**config.mk**
```make
export PLATFORM = sky130hd
export DESIGN_NAME = s_axil_register
export DESIGN_NICKNAME = d
export VERILOG_FILES = /design/src/rtl/s_axil_register.sv
export SDC_FILE = /design/constraint.sdc
export NUM_CORES = 1
export LEC_CHECK = 0
export ABC_AREA = 1
export CAP_MARGIN = 10
export CORE_UTILIZATION = 30
export CTS_BUF_LIST = sky130_fd_sc_hd__clkbuf_8
export DETAILED_ROUTE_END_ITERATION = 8
export GPL_ROUTABILITY_DRIVEN = 0
export GPL_TIMING_DRIVEN = 0
export PLACE_DENSITY_LB_ADDON = 0.25
export SYNTH_ARGS = -nofsm -noshare
export SYNTH_HDL_FRONTEND = slang
export SYNTH_SLANG_ARGS = --single-unit
```
**constraint.sdc**
```tcl
create_clock -name ACLK -period 5.6 [get_ports ACLK]
set_clock_uncertainty 0.2 [all_clocks]
set_input_delay 1.12 -clock ACLK [delete_from_list [all_inputs] [get_ports ACLK]]
set_output_delay 1.12 -clock ACLK [all_outputs]
set_load 0.02 [all_outputs]
```
**src/rtl/s_axil_register.sv**
```systemverilog
// s_axil_register
//   AXI4-Lite slave register file of NUM_REG words. AW and W are accepted
//   independently (either order, any gap), held, and committed together
//   under byte strobes; one write and one read may be in flight at once.
//
// Ports
//   ACLK                       clock, rising edge
//   ARESET                     synchronous reset, active low
//   AWADDR/AWVALID/AWREADY     write address channel
//   WDATA/WSTRB/WVALID/WREADY  write data channel
//   BRESP/BVALID/BREADY        write response channel
//   ARADDR/ARVALID/ARREADY     read address channel
//   RDATA/RRESP/RVALID/RREADY  read data channel
//
// Addresses at or above NUM_REG*4 answer SLVERR; reads of them return 0.
module s_axil_register #(
  parameter int S_AXI_DATA_WIDTH = 32,
  parameter int S_AXI_ADDR_WIDTH = 32,
  parameter int NUM_REG          = 16
) (
  input  logic                          ACLK,
  input  logic                          ARESET,
  input  logic [S_AXI_ADDR_WIDTH-1:0]   AWADDR,
  input  logic                          AWVALID,
  output logic                          AWREADY,
  input  logic [S_AXI_DATA_WIDTH-1:0]   WDATA,
  input  logic [S_AXI_DATA_WIDTH/8-1:0] WSTRB,
  input  logic                          WVALID,
  output logic                          WREADY,
  output logic [1:0]                    BRESP,
  output logic                          BVALID,
  input  logic                          BREADY,
  input  logic [S_AXI_ADDR_WIDTH-1:0]   ARADDR,
  input  logic                          ARVALID,
  output logic                          ARREADY,
  output logic [S_AXI_DATA_WIDTH-1:0]   RDATA,
  output logic [1:0]                    RRESP,
  output logic                          RVALID,
  input  logic                          RREADY
);

  localparam int STRB_W = S_AXI_DATA_WIDTH / 8;
  localparam int IDX_W  = $clog2(NUM_REG);

  localparam logic [1:0] RESP_OKAY   = 2'b00;
  localparam logic [1:0] RESP_SLVERR = 2'b10;

  logic                              en;
  logic                              aw_held;
  logic                              w_held;
  logic [S_AXI_ADDR_WIDTH-1:2]       awaddr_q;
  logic [S_AXI_DATA_WIDTH-1:0]       wdata_q;
  logic [STRB_W-1:0]                 wstrb_q;
  logic [S_AXI_DATA_WIDTH-1:0]       wmask;
  logic [S_AXI_DATA_WIDTH-1:0]       regs [NUM_REG];

  logic                              bvalid_q;
  logic [1:0]                        bresp_q;
  logic                              rvalid_q;
  logic [1:0]                        rresp_q;
  logic [S_AXI_DATA_WIDTH-1:0]       rdata_q;

  logic                              aw_hs;
  logic                              w_hs;
  logic                              ar_hs;
  logic                              commit;
  logic [IDX_W-1:0]                  wr_idx;
  logic [IDX_W-1:0]                  rd_idx;
  logic                              wr_in_range;
  logic                              rd_in_range;

  // Byte-offset address bits carry no meaning for a word register file.
  logic unused_addr_lsbs;
  assign unused_addr_lsbs = ^{AWADDR[1:0], ARADDR[1:0]};

  // Ready/valid outputs come straight from flops.
  assign AWREADY = en & ~aw_held;
  assign WREADY  = en & ~w_held;
  assign ARREADY = en & ~rvalid_q;
  assign BVALID  = bvalid_q;
  assign BRESP   = bresp_q;
  assign RVALID  = rvalid_q;
  assign RRESP   = rresp_q;
  assign RDATA   = rdata_q;

  assign aw_hs  = AWVALID & AWREADY;
  assign w_hs   = WVALID & WREADY;
  assign ar_hs  = ARVALID & ARREADY;
  assign commit = aw_held & w_held & ~bvalid_q;

  // In range iff every address bit above the index field is zero.
  assign wr_idx      = awaddr_q[IDX_W+1:2];
  assign wr_in_range = (awaddr_q[S_AXI_ADDR_WIDTH-1:IDX_W+2] == '0);
  assign rd_idx      = ARADDR[IDX_W+1:2];
  assign rd_in_range = (ARADDR[S_AXI_ADDR_WIDTH-1:IDX_W+2] == '0);

  for (genvar b = 0; b < STRB_W; b++) begin : g_wmask
    assign wmask[b*8 +: 8] = {8{wstrb_q[b]}};
  end

  always_ff @(posedge ACLK) begin
    if (!ARESET) begin
      en <= 1'b0;
    end else begin
      en <= 1'b1;
    end
  end

  // Write holding stage: a handshake can never coincide with commit on
  // the same channel because READY is low while the flag is set.
  always_ff @(posedge ACLK) begin
    if (!ARESET) begin
      aw_held  <= 1'b0;
      w_held   <= 1'b0;
      awaddr_q <= '0;
      wdata_q  <= '0;
      wstrb_q  <= '0;
    end else begin
      if (aw_hs) begin
        aw_held  <= 1'b1;
        awaddr_q <= AWADDR[S_AXI_ADDR_WIDTH-1:2];
      end else if (commit) begin
        aw_held  <= 1'b0;
      end
      if (w_hs) begin
        w_held  <= 1'b1;
        wdata_q <= WDATA;
        wstrb_q <= WSTRB;
      end else if (commit) begin
        w_held  <= 1'b0;
      end
    end
  end

  always_ff @(posedge ACLK) begin
    if (!ARESET) begin
      regs <= '{default: '0};
    end else if (commit && wr_in_range) begin
      regs[wr_idx] <= (regs[wr_idx] & ~wmask) | (wdata_q & wmask);
    end
  end

  always_ff @(posedge ACLK) begin
    if (!ARESET) begin
      bvalid_q <= 1'b0;
      bresp_q  <= '0;
    end else if (commit) begin
      bvalid_q <= 1'b1;
      bresp_q  <= wr_in_range ? RESP_OKAY : RESP_SLVERR;
    end else if (bvalid_q && BREADY) begin
      bvalid_q <= 1'b0;
    end
  end

  // Nonblocking sampling of regs gives the pre-write value when a read
  // and a commit to the same register share an edge.
  always_ff @(posedge ACLK) begin
    if (!ARESET) begin
      rvalid_q <= 1'b0;
      rresp_q  <= '0;
      rdata_q  <= '0;
    end else if (ar_hs) begin
      rvalid_q <= 1'b1;
      rresp_q  <= rd_in_range ? RESP_OKAY : RESP_SLVERR;
      rdata_q  <= rd_in_range ? regs[rd_idx] : '0;
    end else if (rvalid_q && RREADY) begin
      rvalid_q <= 1'b0;
    end
  end

endmodule

```
==> results.toml <==
[drt]
drtIter0Drc = 4611
drc = 0
firstDrtPassIters = 8
routed_via_density = 5.07
wl_per_cell_um = 21.3
wl_um = 158000
dr_total_vias = 37500
ant_nets = 0

[yosys]
yosys_warnings = 0
synth_edf_count = 0
synth_flop_cell = "dfxtp_1"
yosys-top-cells-area = "dfxtp_1, nand2_1, a21oi_1"
synth_cells = 5562
synth.distinct_cells = 25
synthArstFlopShare_pct = 0
syn_area_um2 = 33700
syn_avg_cell_area_um2 = 6.06
ys_ff_latch = 617
synth_top_area_cell = "dfxtp_1"
yosysSeqAreaShare_pct = 36.6
synth_top_area_share_pct = 36.6
yosys-top-cells-count = "nand2_1, a21oi_1, dfxtp_1"
synth.most_common_cell = "nand2_1"

[grt]
grt_pass1_wl_um = 226000
grt-ovfl-total = 0
grt_max_degree = 16
grt_pass1_vias = 34000
grtUsageTotal_pct = 26.9
antenna_found_initial = 5

[sta]
finalCriticalPeriod_ps = 4040
worst_slew_pin_slew_ps = 1360
holdWs_ps = 259
report.final.slew_viol_count = 0
setup_tns_ps = 0
final_min_period_over_clock_period_pct = 72.1
hold_violations = 0
fin_ws_ps = 1560
setup_viol = 0
rsz0062_at_grt = "false"
max_slew_margin_pct = 9.24
fmax_mhz = 248

[worst_setup_path]
r2r_end = "regs[327]"
reg2reg_depth = 9
cp-start-kind = "flop"
critPathMaxFanout = 10
crit_arrival_ps = 2720
path_class = "flop to output pin"
critical-path-max-stage-delay_ps = 700
worstPathRequired_ps = 4280
rrSetupSlack_ps = 2060
critical_path.top_delay_family = "buffers and inverters"
r2r_start = "awaddr_q[2]"
critPathCaptureType = "output pin"
cp_slowest_cell = "clkdlybuf4s50_1"
path_cells = "inv_1 > nor2_1 > clkbuf_1 > clkdlybuf4s50_1"
critPathBufInv = 3

[min_path]
hp-start = "awaddr_q[11]"
hold_path_end = "awaddr_q[11]"
holdPathStages = 2
min_path_type = "flop to flop"

[cts]
h-tree-depth = 3
ctsResizeCount = 0
path_clk_slew_ps = 60
cts_buffers = 116
cts_setup_buffers = 0
cts_root_buf = "clkbuf_8"
worstSkewPairLatency_ps = 790
cts_hold_buf = 0
clockBufferDepth = 3
cts_tree = "done"
cts_sinks = 617

[die]
num_rows = 122
boundaryPins = 148
coreArea_um2 = 111000
start_util_pct = 30.4
die_y_um = 337
die_w_um = 337
die-area_um2 = 114000

[outcome]
outcome = "complete, no violations"

[pwr]
ir_drop_mv = 0.176
p_per_area_nw_per_um2 = 255
power.leakage_nw = 18.4

[final_layout]
drive_gt1_share_pct = 6.37
area_growth_pct = 16.2
fin_area_um2 = 39200
utilization_pct = 35.3
fin_nets = 5927

[placed_design]
detailed_place_hpwl_um = 118000
io_buffers = 137
placedInstanceArea_um2 = 37000
place_worst_setup_slack_ps = 1050

[flow_run]
maxCapViolations = 0
[cells in the final DEF (no fill, tap or decap), drive strengths merged]
cell           netlist  routed
clkinvlp             0       2
nand3b               1       1
clkinv               5       9
clkbuf             229     369
clkdlybuf4s50        0     137
nor2               187     187
o21bai              32      32
nand2             2253    2253
a21oi              838     838
conb                 1       2
nand3              361     361
a211oi               1       1
o21ai              303     303
diode                0       8
inv                537     590
dfxtp              617     617
nand4                2       2
buf                195     197
[metrics by stage]
| stage | instances | power, mW |
|---|---|---|
| after floorplan | 5563 | 5.13 |
| after global placement | 7188 | 5.70 |
| after detailed placement | 7190 | 5.70 |
| after CTS | 7389 | 9.96 |
| after global routing | 7390 | 10.2 |
| final | 7397 | 9.97 |
[final cells by class]
cell class	count	area [um^2]
Fill cell	12300	71800
Multi-Input combinational cell	3980	17300
Sequential cell	617	12400
Inverter	542	2040
Buffer	424	1980
Clock buffer	140	1930
Tap cell	1488	1860
Timing Repair Buffer	139	1400
Clock inverter	59	244
Antenna cell	8	20.0
[layer usage]
| metal | part of all wire [%] | GRT usage (%) | wire length (um) |
|---|---|---|---|
| met5 | 0.0057 | 0 | 9 |
| met4 | 4.3 | 11.6 | 6740 |
| met3 | 10 | 5.87 | 16400 |
| met2 | 43 | 41.3 | 67600 |
| met1 | 42 | 36.0 | 66700 |
[sequential cells by signal (all words and copies together), names as in the netlist]
| name | flops |
|---|---|
| awaddr_q | 30 |
| w_held | 1 |
| wdata_q | 32 |
| wstrb_q | 4 |
| BVALID | 1 |
| BRESP | 1 |
| en | 1 |
| RDATA | 32 |
| RVALID | 1 |
| RRESP | 1 |
| regs | 512 |
| aw_held | 1 |
[worst max-delay path by stage]
| stage | startpoint | end | slack, ps | depth (start not counted) |
|---|---|---|---|---|
| 5_1_grt | en | WREADY | 1430 | 4 |
| 4_1_cts | en | WREADY | 1480 | 4 |
| 2_1_floorplan | ARESET | regs[377] | 3030 | 6 |
| 3_5_place_dp | ARADDR[4] | RDATA[24] | 1050 | 7 |
| 6_report | en | WREADY | 1560 | 4 |
| 3_3_place_gp | ARVALID | RDATA[14] | 930 | 8 |
[logic make-up (layout without fill, tap and decap cells)]
family | count (synthesis) | in the layout | share of synthesized area (%)
DFF | 617 | 617 | 36.6
and+or+nand+nor | 2804 | 2804 | 32.8
buffers and inverters | 966 | 1304 | 11.9
AOI/OAI and AO/OA | 1174 | 1174 | 18.6
other | 1 | 10 | 0.0111
[power by group]
| part | switching, mW | total [mW] | leakage, nW | internal, mW |
|---|---|---|---|---|
| Combinational | 0.923 | 1.22 | 12.2 | 0.292 |
| Clock | 2.10 | 4.32 | 1.30 | 2.22 |
| Sequential | 0.0156 | 4.44 | 4.98 | 4.42 |
| Total | 3.04 | 9.97 | 18.4 | 6.94 |
[worst min-delay path, cell delays in order, from the launching register on]
cell     delay [ps]
dfxtp_1         300
inv_1            60
a21oi_1          50
Note: power is estimated with default switching activity, not from simulation.
